`src/rtl/pipe_hazard_ctrl_pkg.sv`:
```
// Shared constants for the pipeline hazard controller: stall vector width,
// stage indices and the divider sequencer state encoding.
package pipe_hazard_ctrl_pkg;

  localparam int STALL_W = 8;

  // Stage indices. Stall bit k holds the register feeding stage k+1.
  localparam int ST_PC   = 0;
  localparam int ST_IF1  = 1;
  localparam int ST_IF2  = 2;
  localparam int ST_ID   = 3;
  localparam int ST_EX   = 4;
  localparam int ST_MEM1 = 5;
  localparam int ST_MEM2 = 6;
  localparam int ST_WB   = 7;

  // Load-use holds PC..ID and bubbles EX; a divide also holds EX and bubbles MEM1.
  localparam logic [ST_EX:0] LU_HOLD  = 5'h0F;
  localparam logic [ST_EX:0] DIV_HOLD = 5'h1F;

  typedef enum logic [1:0] {
    IDLE     = 2'd0,
    DIV_BUSY = 2'd1,
    DIV_REL  = 2'd2
  } div_state_t;

endpackage

```
`src/rtl/pipe_hazard_ctrl_div_seq_fsm.sv`:
```
// Divider sequencer: keeps EX occupied for DIV_LAT cycles in total
// (DIV_LAT-1 busy cycles plus one release cycle). A trap abandons the divide.
module div_seq_fsm
  import pipe_hazard_ctrl_pkg::*;
#(
  parameter int DIV_LAT = 34
) (
  input  logic       clk,
  input  logic       rst,
  input  logic       start,
  input  logic       trap_req,
  output logic       busy,
  output logic [1:0] state_dbg
);

  localparam int CW = (DIV_LAT > 2) ? $clog2(DIV_LAT) : 1;
  localparam logic [CW-1:0] LOAD_VAL = CW'(DIV_LAT - 2);

  div_state_t    state, state_nxt;
  logic [CW-1:0] cnt, cnt_nxt;

  // State and counter registers.
  always_ff @(posedge clk) begin
    if (rst) begin
      state <= IDLE;
      cnt   <= '0;
    end else begin
      state <= state_nxt;
      cnt   <= cnt_nxt;
    end
  end

  // Next state: release lasts one cycle and always returns to IDLE, so the
  // divide still sitting in EX during release cannot re-trigger itself.
  always_comb begin
    state_nxt = state;
    cnt_nxt   = cnt;
    if (trap_req) begin
      state_nxt = IDLE;
      cnt_nxt   = '0;
    end else begin
      unique case (state)
        IDLE: begin
          if (start) begin
            state_nxt = DIV_BUSY;
            cnt_nxt   = LOAD_VAL;
          end
        end
        DIV_BUSY: begin
          if (cnt == '0) state_nxt = DIV_REL;
          else           cnt_nxt   = cnt - 1'b1;
        end
        DIV_REL: state_nxt = IDLE;
        default: begin
          state_nxt = IDLE;
          cnt_nxt   = '0;
        end
      endcase
    end
  end

  assign busy      = (state == DIV_BUSY);
  assign state_dbg = state;

endmodule

```
`src/rtl/pipe_hazard_ctrl.sv`:
```
// Central stall/flush scheduler: load-use detection, divider sequencing,
// trap flush and a load-use stall performance counter.
module pipe_hazard_ctrl
  import pipe_hazard_ctrl_pkg::*;
#(
  parameter int DIV_LAT = 34,
  parameter int CNT_W   = 32
) (
  input  logic               clk,
  input  logic               rst,
  input  logic               id_valid,
  input  logic [4:0]         id_rs1,
  input  logic [4:0]         id_rs2,
  input  logic               id_use_rs1,
  input  logic               id_use_rs2,
  input  logic               ex_valid,
  input  logic               ex_is_load,
  input  logic               ex_is_div,
  input  logic [4:0]         ex_rf_waddr,
  input  logic               mem1_valid,
  input  logic               mem1_is_load,
  input  logic [4:0]         mem1_rf_waddr,
  input  logic               trap_req,
  output logic [STALL_W-1:0] stall,
  output logic               flush,
  output logic               div_busy,
  output logic [CNT_W-1:0]   lu_stall_cnt
);

  logic       fsm_busy;
  logic [1:0] fsm_state_dbg;
  logic       hit_ex, hit_mem1, lu;
  logic       lu_count;

  // Source match against one destination; x0 never matches.
  function automatic logic src_hit(input logic [4:0] x);
    return id_valid &&
           ((id_use_rs1 && (id_rs1 != 5'd0) && (id_rs1 == x)) ||
            (id_use_rs2 && (id_rs2 != 5'd0) && (id_rs2 == x)));
  endfunction

  // Load data is forwardable only after MEM2, so loads in EX or MEM1 stall ID.
  always_comb begin
    hit_ex   = src_hit(ex_rf_waddr) && ex_valid && ex_is_load;
    hit_mem1 = src_hit(mem1_rf_waddr) && mem1_valid && mem1_is_load;
    lu       = hit_ex || hit_mem1;
  end

  div_seq_fsm #(.DIV_LAT(DIV_LAT)) u_div_seq (
    .clk       (clk),
    .rst       (rst),
    .start     (ex_valid && ex_is_div),
    .trap_req  (trap_req),
    .busy      (fsm_busy),
    .state_dbg (fsm_state_dbg)
  );

  // Priority mux: reset > trap > divide > load-use. Stall stays monotonic.
  always_comb begin
    stall    = '0;
    flush    = 1'b0;
    div_busy = fsm_busy && !rst;
    if (rst) begin
      stall = '0;
    end else if (trap_req) begin
      flush = 1'b1;
    end else if (fsm_busy) begin
      stall[ST_EX:ST_PC] = DIV_HOLD;
    end else if (lu) begin
      stall[ST_EX:ST_PC] = LU_HOLD;
    end
  end

  assign lu_count = lu && !fsm_busy && !trap_req;

  // Load-use stall cycle counter, wraps naturally.
  always_ff @(posedge clk) begin
    if (rst)           lu_stall_cnt <= '0;
    else if (lu_count) lu_stall_cnt <= lu_stall_cnt + 1'b1;
  end

endmodule

```
`config.mk`:
```
export PLATFORM = sky130hd
export DESIGN_NAME = pipe_hazard_ctrl
export DESIGN_NICKNAME = d
export VERILOG_FILES = /design/src/rtl/pipe_hazard_ctrl_pkg.sv /design/src/rtl/pipe_hazard_ctrl_div_seq_fsm.sv /design/src/rtl/pipe_hazard_ctrl.sv
export SDC_FILE = /design/constraint.sdc
export NUM_CORES = 1
export LEC_CHECK = 0
export CAP_MARGIN = 20
export CORE_MARGIN = 2
export CORE_UTILIZATION = 40
export CTS_BUF_LIST = sky130_fd_sc_hd__clkbuf_4 sky130_fd_sc_hd__clkbuf_8
export CTS_CLUSTER_DIAMETER = 30
export DETAILED_ROUTE_END_ITERATION = 12
export PLACE_DENSITY = 0.7
export SLEW_MARGIN = 20
export SYNTH_ARGS = -nofsm -noshare
export SYNTH_HDL_FRONTEND = slang
export SYNTH_SLANG_ARGS = --single-unit
```
`constraint.sdc`:
```
create_clock -name clk -period 2.3 [get_ports clk]
set_input_delay 0.345 -clock clk [delete_from_list [all_inputs] [get_ports clk]]
set_output_delay 0.345 -clock clk [all_outputs]
set_load 0.1 [all_outputs]
```
==> results of run 1 <==
[power by group through the flow]
stage	Sequential, W	Clock (W)	Combinational, W
final	0.000686	0.000513	0.000213
after global routing	0.000686	0.000546	0.000227
after CTS	0.000686	0.000523	0.000197
after detailed placement	0.000702	0	0.000195
after global placement	0.000702	0	0.000193
after floorplan	0.000703	0	0.000106
[cells by family after synthesis]
logic type / Yosys count / synth area share, %
buf+inv: 29 / 5.68
compound gates: 52 / 19.2
simple gates: 111 / 22.9
other cells: 1 / 0.153
fa+ha+maj: 2 / 1.02
mux: 1 / 0.409
flops: 40 / 32.8
xor+xnor: 50 / 17.9
[synthesized netlist by cell type, types with 2 or more instances]
cell / n
a2111oi_2: 11
a2111oi_4: 2
a211oi_1: 12
a21oi_1: 10
a22o_1: 2
and3_1: 4
buf_2: 6
buf_4: 6
clkbuf_1: 6
dfxtp_1: 40
ha_1: 2
inv_1: 10
nand2_1: 15
nand2b_1: 2
nand3_1: 19
nand3b_1: 2
nand4_1: 4
nor2_1: 43
nor2b_1: 2
nor3_1: 4
nor3b_1: 2
nor4_1: 5
o211ai_1: 2
o21ai_0: 7
o21ai_1: 2
or4_1: 2
xnor2_1: 42
xor2_1: 8
[state kept, by name (all words and copies together), names as in the netlist]
signal / count
lu_stall_cnt: 32
u_div_seq.cnt: 6
u_div_seq.state_dbg: 2
[layer usage]
layer  GRT usage [%]  share of wire, %
met3            3.26               3.4
met5               0                 0
met1            24.3                44
met2            32.0                51
met4            6.67               1.1
[cells in the final DEF (no fill, tap or decap), types with 3 or more instances in the layout]
master           instances
a211oi_1                12
conb_1                   3
clkdlybuf4s15_1          3
nor2_1                  41
a2111oi_2                7
xnor2_2                  3
nand3_1                 18
xnor2_1                 39
dlygate4sd2_1            3
buf_4                   44
clkbuf_2                 3
clkbuf_8                 6
dfxtp_2                 16
inv_1                   10
dfxtp_1                 16
a21oi_1                 10
a2111oi_4                6
dfxtp_4                  8
dlymetal6s2s_1           5
nand2_1                 15
nand4_1                  4
nor4_4                   4
buf_2                    6
and3_1                   4
xor2_1                   8
clkdlybuf4s50_1         10
buf_12                  12
nor3_1                   4
o21ai_0                  5
[per-stage QoR]
| stage | TNS, ps | utilization (%) |
|---|---|---|
| global placement | -11320 | 56.8 |
| floorplan | -264 | - |
| finish | 0 | 61.2 |
| detailed placement | -13370 | 56.8 |
| global route | -85.9 | 61.2 |
| CTS | -0.972 | 59.4 |
[critical path: stages]
cell,delay [ps]
buf_2,120
or4_4,550
o21ai_4,210
nor4_4,80
o21ai_2,160
a31oi_4,110
buf_12,150
buf_12,160
[path summary, 6_finish.rpt]
path,slack [ps],to,startpoint
max,50,stall[1],id_rs1[4]
min,500,u_div_seq.cnt[3],u_div_seq.cnt[3]
max reg2reg,200,lu_stall_cnt[28],lu_stall_cnt[6]
min reg2reg,500,u_div_seq.cnt[3],u_div_seq.cnt[3]
[repair_timing]
action | 4_1_cts | 5_1_grt
setup endpoints to repair | 32 | 18
gates cloned | 0 | 0
gates resized for setup | 45 | 27
pin swaps | 8 | 15
hold buffers | 0 | 0
setup buffers | 1 | 0
[layout make-up]
class	instances	area share [%]
clock buffers	7	2.49
clock inverters	1	0.207
inverters	10	1.04
multi-input cells	219	47.2
flip-flops and latches	40	23.5
well taps	75	2.59
repair buffers	86	23.0
==> metrics.md, run 1 <==
| Metric | Value |
|---|---|
| First-pass GRT wire length | 9.92 mm |
| Number of global-route vias before repair | 2,106 |
| Max-slew headroom | 63.9% |
| Max Slew Vio Count | 0 |
| Most area-consuming cells after synthesis | dfxtp_1, xnor2_1, a2111oi_2 |
| Synth Warn # | 0 |
| Total GRT Usage | 19.0% |
| Worst hold stages | 2 |
| Reg power frac | 48.6% |
| Top-area cell type share of the netlist area | 32.8% |
| Initial Util | 41.3% |
| Crit Path Category | input pin to output port |
| Worst Path Required | 1960 ps |
| CTS Buf Count | 5 |
| Skew final | 11.0 ps |
| I/O pin cnt | 73 |
| Hold WS | 496 ps |
| Final Critical Period | 2250 ps |
| Drt first-iter violations | 95 |
| Final Cell Area | 3620 µm² |
| Synth cell types | 42 |
| Total power | 0.00141 W |
| Overflow after GRT | 0 |
| Largest net degree at the start of global routing | 36 |
| Status | finished, final reports clean |
| Layout area overhead | 48.2% |
| Footprint of the multi-input gates | 1710 µm² |
| Comb power frac | 15.1% |
| Vias post-DR | 2,311 |
| Least-Margin Pin Slew | 540 ps |
| Crit path max fanout | 4 |
| Setup slack at placement | -475 ps |
| Post-synth EDFFs | 0 |
| Number of antenna violations at the first check in global routing | 0 |
| Switching part of the total | 27.1% |
| Dpl hpwl | 4.52 mm |
| Layout Nets | 395 |
| Die height | 82.2 µm |
| CTS tree | yes |
| Synth Register Bits | 40 |
| H-tree levels | 2 |
| IO Port Bufs | 69 |
| Asr flop ratio synth | 0% |
| Synth Instances | 286 |
| Fillers | 541 |
| Post-synthesis sequential area ratio | 32.8% |
| Internal | 0.00103 W |
| Max cap viols | 0 |
| Total core area | 5920 µm² |
| Drc violations | 0 |
| WL/cell | 14.0 µm |
| Achievable Freq | 444 MHz |
| Placed Area | 3370 µm² |
| DIE WIDTH | 82.2 µm |
| Placed insts | 429 |
| Final weighted congestion in routability-driven placement | 0.818 |
| Final worst path period share | 97.9% |
| Worst setup SP type | input pin |
| Mapped Avg Cell Area | 8.55 µm² |
| Post-route ant nets | 0 |
| Worst skew pair latency | 300 ps |
| Drt via density | 5.28 |
| Final setup vio count | 0 |
| Peak VDD IR | 225 µV |
| Worst Slack Setup Final | 49.0 ps |
| Leading area contributor after synthesis | dfxtp_1 |
| Clock Sink Count | 40 |
| Clk slew on worst S/H paths | 80 ps |
| Worst r2r path cells | 7 |
| Register area | 851 µm² |
| Clk pwr share | 36.3% |
| Layout cells sized above 1 | 36.4% |
| Leak | 1.26 nW |
| Worst Hold Class | flip-flop to flip-flop |
| Num rows | 28 |
| Layout Cells excl Fill | 438 |
| Predominant post-synthesis flop cell | dfxtp_1 |
| ANT cells | 0 |
| DIE AREA | 6750 µm² |
| Pwr dens | 390 nW/µm² |
| Clock Path Buffers | 2 |
| Final Hold Viols | 0 |
| NetSw | 0.000383 W |
| Root Buffer | clkbuf_8 |
| Synthesized area | 2440 µm² |
| Drt first pass iters | 4 |
| WP data arrival | 1910 ps |
| Setup crit end kind | output port |
| Final wirelength | 6.13 mm |
Note: power is estimated with default switching activity, not from simulation.
==> run 2, diff against run 1 <==
--- a/config.mk
+++ b/config.mk
@@ -10,8 +10,10 @@
 export CORE_UTILIZATION = 40
 export CTS_BUF_LIST = sky130_fd_sc_hd__clkbuf_4 sky130_fd_sc_hd__clkbuf_8
 export CTS_CLUSTER_DIAMETER = 30
+export CTS_CLUSTER_SIZE = 14
 export DETAILED_ROUTE_END_ITERATION = 12
 export PLACE_DENSITY = 0.7
+export RECOVER_POWER = 25
 export SLEW_MARGIN = 20
 export SYNTH_ARGS = -nofsm -noshare
 export SYNTH_HDL_FRONTEND = slang
==> constraint.sdc (replaced) <==
create_clock -name clk -period 2.21 [get_ports clk]
set_input_delay 0.3315 -clock clk [delete_from_list [all_inputs] [get_ports clk]]
set_output_delay 0.3315 -clock clk [all_outputs]
set_load 0.1 [all_outputs]
==> run 2 against run 1 <==
The run now ends with setup timing left. Hold slack improved by 14 ps. Core utilization increased by 3.2 points. Critical path depth rose by 1. First-iteration DRC count is 31% lower. Combinational power increased by 11%. Final cell count is 2.1% higher. Non-clock buffer count grew 9. Highest routed layer unchanged. Design area up 5.3%. Global-route usage grew 1.2 points. Via count rose by 0.69%. Sequential power grew 3.5%. Sequential share of layout area decreased by 0.98 points.
==> metrics.md, run 2 (synthesized netlist as in run 1, its figures left out) <==
| Metric | Value |
|---|---|
| Failing checks | setup timing |
| Final weighted congestion in routability-driven placement | 0.861 |
| Skew final | 4.67 ps |
| Drt first pass iters | 5 |
| Number of global-route vias before repair | 2,262 |
| Layout Nets | 404 |
| Setup TNS Final | -522 ps |
| Slowest cell on crit path | or4_4 |
| Hold WS | 510 ps |
| Layout Cells excl Fill | 447 |
| Hold path startpoint | u_div_seq.cnt[4] |
| Overflow after GRT | 0 |
| Worst r2r path cells | 7 |
| Max FFs per register | 32 |
| Placed insts | 434 |
| DIE WIDTH | 82.2 µm |
| Worst skew pair latency | 300 ps |
| Worst Slack Setup Final | -131 ps |
| Buf+Inv Stages, Crit Path | 4 |
| CTS tree | yes |
| Clk slew on worst S/H paths | 70 ps |
| Reg2Reg Setup Slack | 160 ps |
| Number of antenna violations at the first check in global routing | 0 |
| DIE AREA | 6750 µm² |
| Final Critical Period | 2340 ps |
| Dpl hpwl | 4.65 mm |
| Layout cells sized above 1 | 33.3% |
| CTS Buf Count | 5 |
| Drt via density | 5.21 |
| Crit Path Category | input pin to output port |
| Die height | 82.2 µm |
| Max Slew Vio Count | 0 |
| WL/cell | 14.8 µm |
| Largest net degree at the start of global routing | 36 |
| Root Buffer | clkbuf_8 |
| Unrepaired setup endpoints after global routing | true |
| Clock Sink Count | 40 |
| Least-Margin Pin Slew | 1230 ps |
| Setup crit end kind | output port |
| Post-route ant nets | 0 |
| Worst reg2reg path endpoint | lu_stall_cnt[26] |
| Commonest non-fill, non-tap cell in the layout | nor2_1 |
| Met1 track demand over resource | 25.2% |
| Crit path max fanout | 4 |
| Achievable Freq | 427 MHz |
| Largest Register | lu_stall_cnt |
| Leak | 1.32 nW |
| Max cap viols | 0 |
| Final worst path period share | 106% |
| Max-slew headroom | 18.7% |
| Setup slack at placement | -538 ps |
| Switching part of the total | 25.1% |
| Peak VDD IR | 222 µV |
| Met3 GRT Util | 3.26% |
| Worst Hold Class | flip-flop to flip-flop |
| ANT cells | 0 |
| NetSw | 0.000395 W |
| Critical R2R Launch | lu_stall_cnt[19] |
| Worst setup SP type | input pin |
| Final wirelength | 6.62 mm |
| Delay-heaviest family, CP | simple AND/OR/NAND/NOR gates |
| Pwr dens | 412 nW/µm² |
| Num rows | 28 |
| Comb power frac | 15.1% |
| WP data arrival | 2010 ps |
| IO Port Bufs | 69 |
| Final setup vio count | 4 |
| H-tree levels | 2 |
| I/O pin cnt | 73 |
| Critical path cell sequence | buf_8 > or4_4 > o21ai_4 > nor4_4 > buf_4 > o21ai_4 > a31oi_4 > buf_12 > buf_12 |
| Reg power frac | 45.2% |
| Hold_buf cts | 0 |
| Largest incremental delay on the critical path | 550 ps |
| Placed Area | 3410 µm² |
| Clk pwr share | 39.7% |
| Drc violations | 0 |
| Commonest non-fill, non-tap cells in the layout | nor2_1, xnor2_1, buf_4 |
| Drt first-iter violations | 66 |
| Final Cell Area | 3810 µm² |
| Hold EP | u_div_seq.cnt[4] |
| M2 GR Usage | 34.5% |
| Worst Path Required | 1880 ps |
| Total GRT Usage | 20.2% |
| Layout area overhead | 56.0% |
| First-pass GRT wire length | 10.6 mm |
| Busiest grt layer | met2 |
| Total core area | 5920 µm² |
| Vias post-DR | 2,327 |
| Internal | 0.00118 W |
| Initial Util | 41.3% |
| Final Hold Viols | 0 |
| Worst hold stages | 2 |
| Status | finished, violations left |
| Clock Path Buffers | 2 |
-- run 2: cell types whose count changed in the layout (fill, tap and decap cells not counted), moves of 2 or more --
cell / before / now
clkbuf_2: 3 / 5
dlygate4sd2_1: 3 / 0
buf_4: 44 / 32
dfxtp_4: 8 / 11
clkbuf_1: 0 / 17
buf_2: 6 / 0
dlymetal6s2s_1: 5 / 12
dfxtp_2: 16 / 13
a2111oi_4: 6 / 11
a2111oi_2: 7 / 2
buf_6: 0 / 4
-- run 2: cell type report --
type,count,area [µm²]
Fill cell,487,2110
Multi-Input combinational cell,219,1790
Timing Repair Buffer,95,915
Sequential cell,40,858
Tap cell,75,93.8
Clock buffer,6,82.6
Inverter,10,37.5
Clock inverter,2,33.8
-- run 2: how the worst max path moves through the flow --
stage | from | end | cells after the start
after floorplan | id_rs2[2] | stall[1] | 6
after global placement | id_rs1[2] | lu_stall_cnt[8] | 10
after detailed placement | id_rs1[2] | lu_stall_cnt[8] | 10
after CTS | id_rs1[0] | stall[1] | 8
after global routing | id_rs1[4] | stall[1] | 9
final | id_rs1[4] | stall[1] | 9
-- run 2: repair_timing --
item                                    4_1_cts  5_1_grt
endpoints found under the setup margin       36       38
pin swaps                                     4       25
cloned                                        0        1
gates resized for setup                      17       65
buffers inserted                              1        3
-- run 2: power groups by stage --
stage	Sequential, W	Clock [W]	Combinational [W]
floorplan	0.000728	0	0.000110
CTS	0.000710	0.000646	0.000209
global route	0.000710	0.000661	0.000252
finish	0.000710	0.000624	0.000237
global placement	0.000727	0	0.000203
detailed placement	0.000727	0	0.000204
-- run 2: worst reg2reg max path, stage by stage (launching register included) --
cell	delay (ps)
dfxtp_4	380
and4_1	250
nand4_1	160
or3_1	390
or2_4	270
a2111oi_4	290
xnor2_1	150
nor2_1	50
-- run 2: through the flow --
stage          total power [W]  util (%)
2_1_floorplan         0.000838         -
3_3_place_gp          0.000930      57.6
3_5_place_dp          0.000932      57.6
4_1_cts                0.00157      60.5
5_1_grt                0.00162      64.4
6_report               0.00157      64.4
-- run 2: metal layers --
metal  part of all wire (%)  vias to the layer above  wire length (µm)
met5                      0                        -                 0
met4                    1.7                        0               113
met3                    3.1                       13               206
met2                     52                       46              3470
met1                     43                     1096              2840
li1                       -                     1172                 -
